==> src/rtl/mem_port_arbiter.sv <==
// rtl/mem_port_arbiter.sv - load/store arbiter for a single data-memory port (optional MEM_ARB_STARVE_GUARD_EN)
module mem_port_arbiter (
    input  logic        CLK,
    input  logic        RESET,
    input  logic        ld_req_valid,
    input  logic [31:0] ld_req_addr,
    input  logic [5:0]  ld_req_tag,
    output logic        ld_req_ready,
    input  logic        st_req_valid,
    input  logic [31:0] st_req_addr,
    input  logic [31:0] st_req_data,
    input  logic [1:0]  st_req_size,
    output logic        st_req_ready,
    input  logic        st_drain,
    input  logic        flush,
    output logic [31:0] data_address_2DM,
    output logic [31:0] data_write_2DM,
    output logic [1:0]  data_write_size_2DM,
    output logic        MemRead_2DM,
    output logic        MemWrite_2DM,
    input  logic [31:0] data_read_fDM,
    output logic        ld_resp_valid,
    output logic [5:0]  ld_resp_tag,
    output logic [31:0] ld_resp_data
);

    typedef enum logic [1:0] {IDLE, RD, WR} state_t;

    state_t      state_q, state_d;
    logic [31:0] addr_q, addr_d;
    logic [31:0] wdata_q, wdata_d;
    logic [1:0]  size_q, size_d;
    logic [5:0]  tag_q, tag_d;
    logic        resp_valid_q, resp_valid_d;
    logic [5:0]  resp_tag_q, resp_tag_d;
    logic [31:0] resp_data_q, resp_data_d;

    logic        starve_force;
    logic        store_first;
    logic        ld_acc;
    logic        st_acc;

`ifdef MEM_ARB_STARVE_GUARD_EN
    logic [2:0] starve_cnt_q, starve_cnt_d;

    assign starve_force = (starve_cnt_q == 3'd4);

    // Count back-to-back load grants while a store waits; cleared once the store gets in
    always_comb begin
        starve_cnt_d = starve_cnt_q;
        if (st_acc || !st_req_valid) begin
            starve_cnt_d = 3'd0;
        end else if (ld_acc && !starve_force) begin
            starve_cnt_d = starve_cnt_q + 3'd1;
        end
    end

    // Starvation counter register
    always_ff @(posedge CLK or negedge RESET) begin
        if (!RESET) begin
            starve_cnt_q <= 3'd0;
        end else begin
            starve_cnt_q <= starve_cnt_d;
        end
    end
`else
    assign starve_force = 1'b0;
`endif

    // A store jumps ahead of loads when the store buffer is draining or has been starved.
    // A squashed load cannot win, so a waiting store takes the port during flush.
    assign store_first  = st_req_valid & (st_drain | starve_force);
    assign ld_req_ready = RESET & ~flush & ~store_first;
    assign st_req_ready = RESET & ~(ld_req_valid & ld_req_ready);
    assign ld_acc       = ld_req_valid & ld_req_ready;
    assign st_acc       = st_req_valid & st_req_ready;

    // Next port state and payload for the coming cycle; response capture at the end of RD
    always_comb begin
        state_d      = IDLE;
        addr_d       = 32'd0;
        wdata_d      = 32'd0;
        size_d       = 2'd0;
        tag_d        = 6'd0;
        resp_valid_d = (state_q == RD) & ~flush;
        resp_tag_d   = resp_tag_q;
        resp_data_d  = resp_data_q;
        if (ld_acc) begin
            state_d = RD;
            addr_d  = {ld_req_addr[31:2], 2'b00};
            tag_d   = ld_req_tag;
        end else if (st_acc) begin
            state_d = WR;
            addr_d  = st_req_addr;
            wdata_d = st_req_data;
            size_d  = st_req_size;
        end
        if (state_q == RD) begin
            resp_tag_d  = tag_q;
            resp_data_d = data_read_fDM;
        end
    end

    // Port FSM and registered memory-side / response-side values
    always_ff @(posedge CLK or negedge RESET) begin
        if (!RESET) begin
            state_q      <= IDLE;
            addr_q       <= 32'd0;
            wdata_q      <= 32'd0;
            size_q       <= 2'd0;
            tag_q        <= 6'd0;
            resp_valid_q <= 1'b0;
            resp_tag_q   <= 6'd0;
            resp_data_q  <= 32'd0;
        end else begin
            state_q      <= state_d;
            addr_q       <= addr_d;
            wdata_q      <= wdata_d;
            size_q       <= size_d;
            tag_q        <= tag_d;
            resp_valid_q <= resp_valid_d;
            resp_tag_q   <= resp_tag_d;
            resp_data_q  <= resp_data_d;
        end
    end

    assign data_address_2DM    = addr_q;
    assign data_write_2DM      = wdata_q;
    assign data_write_size_2DM = size_q;
    assign MemRead_2DM         = (state_q == RD) & ~flush;
    assign MemWrite_2DM        = (state_q == WR);
    assign ld_resp_valid       = resp_valid_q & ~flush;
    assign ld_resp_tag         = resp_tag_q;
    assign ld_resp_data        = resp_data_q;

endmodule

==> config.mk <==
export PLATFORM = sky130hd
export DESIGN_NAME = mem_port_arbiter
export DESIGN_NICKNAME = d
export VERILOG_FILES = /design/src/rtl/mem_port_arbiter.sv
export SDC_FILE = /design/constraint.sdc
export NUM_CORES = 1
export LEC_CHECK = 0
export CAP_MARGIN = 20
export CORE_MARGIN = 4
export CORE_UTILIZATION = 37
export DETAILED_ROUTE_END_ITERATION = 8
export PLACE_DENSITY = 0.88
export SLEW_MARGIN = 30
export SYNTH_ARGS = -nofsm -noshare
export SYNTH_HDL_FRONTEND = slang
export SYNTH_SLANG_ARGS = --single-unit
==> constraint.sdc <==
create_clock -name CLK -period 1.8 [get_ports CLK]
set_clock_uncertainty 0.05 [all_clocks]
set_input_delay 0.36 -clock CLK [delete_from_list [all_inputs] [get_ports CLK]]
set_output_delay 0.36 -clock CLK [all_outputs]
set_load 0.1 [all_outputs]
# == Word-level counts from Yosys, hierarchy flattened ==
# Cells that the tools add are included.
# classes
mux,9
n_eq_ne,2
bitwise_logic,11
# ops
cell,count
$mux 32,4
$and 1x1->1,8
$mux 2,4
$mux 6,1
$not 1->1,3
$eq 2x1->1 const B,1
$eq 2x2->1 const B,1
# totals
output_inout_bits,109
reg_bits,113
input_bits,142
word_cells,30

# == Longest topological paths before layout ==
# depth
ltp_word,9
ltp_mapped,5
ltp_nobuf,3

# == Worst setup path after synthesis ==
# OpenSTA, ideal clock, no wires.
# synth_path
kind,input to output
from,input port RESET
to,output port ld_req_ready
cell_stages,2
arrival_time_ns,2.649
path_slack_ns,-1.259
path_cell_list,inv_1 > a211oi_1
# synth_between
elab_chain_cells,2
# synth_lines
item,line,rtl
from (decl),4,"input logic RESET,"
$and 1x1->1 (2 in a row),73,assign ld_req_ready = RESET & ~flush & ~store_first;
to (decl),8,"output logic ld_req_ready,"
# No other way between the ends.

# == Worst setup path after layout ==
# layout_path
from,register state_q[1]
to,output port MemRead_2DM
# layout_between
elab_chain_cells,2
# layout_lines
item,line,rtl
from (decl),29,"state_t state_q, state_d;"
from (signal assigned),116,state_q <= state_d;
$eq 2x1->1,130,assign MemRead_2DM = (state_q == RD) & ~flush;
$and 1x1->1,130,
to (decl),19,"output logic MemRead_2DM,"
# No other way between the ends.

==> results by group <==
Clocking
  • Maximum root-to-sink buffer count: 2
  • Clk sinks: 113
  • CTS clk-pin slew, worst paths: 0.05 ns
  • H-tree levels: 4
  • CTS Root Cell: clkbuf_8
  • CTS tree: built
  • CTS Buf Count: 17
  • Clk_lat worst skew: 0.49 ns

Pwr
  • PwrDens: 1221 nW/um^2
  • Peak VDD IR: 0.7587 mV
  • Leak: 3.782 nW

Status
  • Outcome: finished, final reports clean

Setup path
  • Max incr delay on CP: 0.37 ns
  • Worst path required time: 1.39 ns
  • Critical Path Start Type: flop
  • CP max stage cell: dfrtp_1
  • CP Cell Sequence: nand2b_4 -> nor2_4 -> buf_12
  • Critical Path AT: 1.34 ns
  • Crit-path max FO: 2
  • Critical path type: reg -> out
  • Crit end category: output pin

Yosys
  • Syn Nets: 390
  • Largest family of logic cells by synthesized area: multiplexers
  • Seq cells post-synth: 113
  • Synth top area cells: dfrtp_1, mux2_2, a22o_1
  • Xor/xnor share of the synthesized area: 0%
  • Synth cell types: 14
  • Post-Syn Area per Cell: 16.07 sq um
  • Post-synthesis mux area share: 10.73%
  • Area leader, netlist: dfrtp_1
  • Synth Area in Compound Gates: 8.004%
  • Post-synthesis cell area: 3986 sq um
  • Ys Warns: 0
  • Simple-gate share of the synthesized area: 7.250%
  • Share of the synthesized area in the top cell type: 70.94%
  • Register area share after synthesis: 70.94%
  • Post-Synth Adder-Cell Area: 0%
  • Mapped Cells: 248

Floorplan
  • # IOs: 251
  • Chip height: 111.8 um
  • Die Wd: 111.8 um
  • Row cnt: 37
  • Core Box Area: 10420 sq um
  • Initial Util: 38.27%
  • Die area: 12500 sq um

STA
  • Max-slew violations: 0
  • Maximum clock frequency: 571.4 MHz
  • Max-slew headroom: 59.72%
  • Worst-margin pin slew: 0.6042 ns
  • # setup viols final: 0
  • Fin crit share: 97.23%
  • Final Hold Viols: 0
  • RSZ-0062 raised after global routing: true
  • Final worst path period need: 1.750 ns
  • Hold_ws: 0.3596 ns

Drt
  • Routed WL per cell: 20.25 um
  • Drt first pass iters: 4
  • DR vias: 3111
  • Drt total wl: 13390 um
  • Routed Antenna Nets: 0
  • Vias per Instance: 4.707
  • Drc violations: 0
  • DRT iter0 DRCs: 82

Finish
  • Layout fillers: 541
  • P&R area growth vs syn: 110.7%
  • Sequential cell area: 2828 sq um
  • Final net count: 653
  • Multi-input gate area: 1071 sq um
  • Share of layout cells above drive strength 1: 37.60%
  • Fin area: 8399 sq um
  • Fin cells: 661

Global routing
  • Gr usage total: 22.00%
  • Vias in the first global route: 3668
  • First-pass GRT wire length: 20480 um
  • Largest net degree at the start of global routing: 114
  • Initial antenna violation count: 1
  • GRT overflow: 0

Placed design
  • Cell area after placement: 7745 sq um
  • Detail Placement HPWL: 10250 um
  • Inst Count DP: 625
  • PortBufs: 248
  • RD Place Congestion: 0.7969

Run
  • Max cap viols: 0

Worst hold path
  • Min-Delay Path Class: in -> reg
==> where the power goes <==
| group | internal [mW] | total (mW) | switching (mW) |
|---|---|---|---|
| Sequential | 2.80 | 3.07 | 0.265 |
| Combinational | 1.45 | 3.74 | 2.29 |
| Clock | 2.35 | 3.46 | 1.11 |
| Total | 6.60 | 10.3 | 3.66 |
==> state kept, by name, summed over array words and instances (netlist names) <==
signal	flops
data_write_size_2DM	2
ld_resp_tag	6
data_address_2DM	32
state_q	2
tag_q	6
ld_resp_data	32
data_write_2DM	32
resp_valid_q	1
==> through the flow <==
stage	power, mW	util [%]	setup slack (ns)	setup TNS (ns)
3_5_place_dp	6.865	74.35	-0.2293	-11.94
6_report	10.26	80.64	0.04985	0
2_1_floorplan	5.113	-	-0.2927	-0.4815
4_1_cts	10.36	80.54	-0.02804	-0.02804
5_1_grt	10.57	80.64	-0.01445	-0.01445
3_3_place_gp	6.770	74.35	-0.1891	-8.724
==> Yosys cell counts <==
cell and n:
buf_6 7, a2111oi_4 1, and2_1 42, a211oi_1 1, nor2_1 2, inv_1 2, buf_2 5, dfrtp_1 113
nand2b_1 1, mux2_2 38, o311a_4 1, clkbuf_1 3, nor2b_1 2, a22o_1 30
==> worst paths after layout <==
| check | startpoint | end | slack [ns] | cells past startpoint |
|---|---|---|---|---|
| worst max-delay path | state_q[1] | MemRead_2DM | 0.05 | 3 |
| worst max register to register | state_q[0] | ld_resp_data[9] | 0.39 | 4 |
| min in group asynchronous | RESET | data_address_2DM[18] | 0.56 | 3 |
| worst min register to register | tag_q[4] | ld_resp_tag[4] | 0.42 | 1 |
| max in group asynchronous | RESET | data_write_2DM[28] | 0.66 | 3 |
| worst min-delay path | RESET | state_q[1] | 0.36 | 3 |
==> final cells by class <==
cell class                      instances  share of cell area [%]
Clock buffer                           22                   5.512
Sequential cell                       113                   33.67
Timing Repair Buffer                  259                   44.06
Inverter                                2                 0.08938
Tap cell                              136                   2.026
Multi-Input combinational cell        118                   12.75
Clock inverter                         10                   1.862
Antenna cell                            1                 0.02979
==> critical path, delay by kind of cell, from the launching register on <==
family / cells / cell delay, ns
buf+inv: 1 / 0.19
flops: 1 / 0.37
simple gates: 2 / 0.29
==> placed cells by master (no fill, tap or decap) <==
cell type,count
clkdlybuf4s50_1,134
dfrtp_1,113
buf_12,113
and2_1,42
mux2_2,38
a22o_1,30
clkbuf_16,16
buf_4,7
clkbuf_8,4
clkinv_2,4
bufinv_16,4
dlygate4sd2_1,4
nor2b_2,2
clkbuf_1,2
diode_2,1
inv_2,1
inv_1,1
a2111oi_4,1
nor2_2,1
o311a_4,1
nand2b_4,1
nor2_4,1
a211oi_4,1
clkinvlp_4,1
clkinv_4,1
dlygate4sd3_1,1
==> repair_timing <==
action / CTS / global route
setup buffers: 1 / 1
endpoints found under the hold margin: 113 / 0
hold buffers: 1 / 0
pin swaps: 3 / 1
resized for setup: 7 / 0
endpoints found under the setup margin: 4 / 1
==> layer usage <==
| layer | part of all wire [%] | track usage [%] |
|---|---|---|
| met1 | 32 | 20.86 |
| met2 | 55 | 40.25 |
| met3 | 9.6 | 9.565 |
| met4 | 3.6 | 10.71 |
| met5 | 0 | 0 |
==> cell families after synthesis <==
kind of cell / after synthesis
AOI/OAI and AO/OA: 33
buffers and inverters: 17
DFF: 113
muxes: 38
and+or+nand+nor: 47
Note: power is estimated with default switching activity, not from simulation.
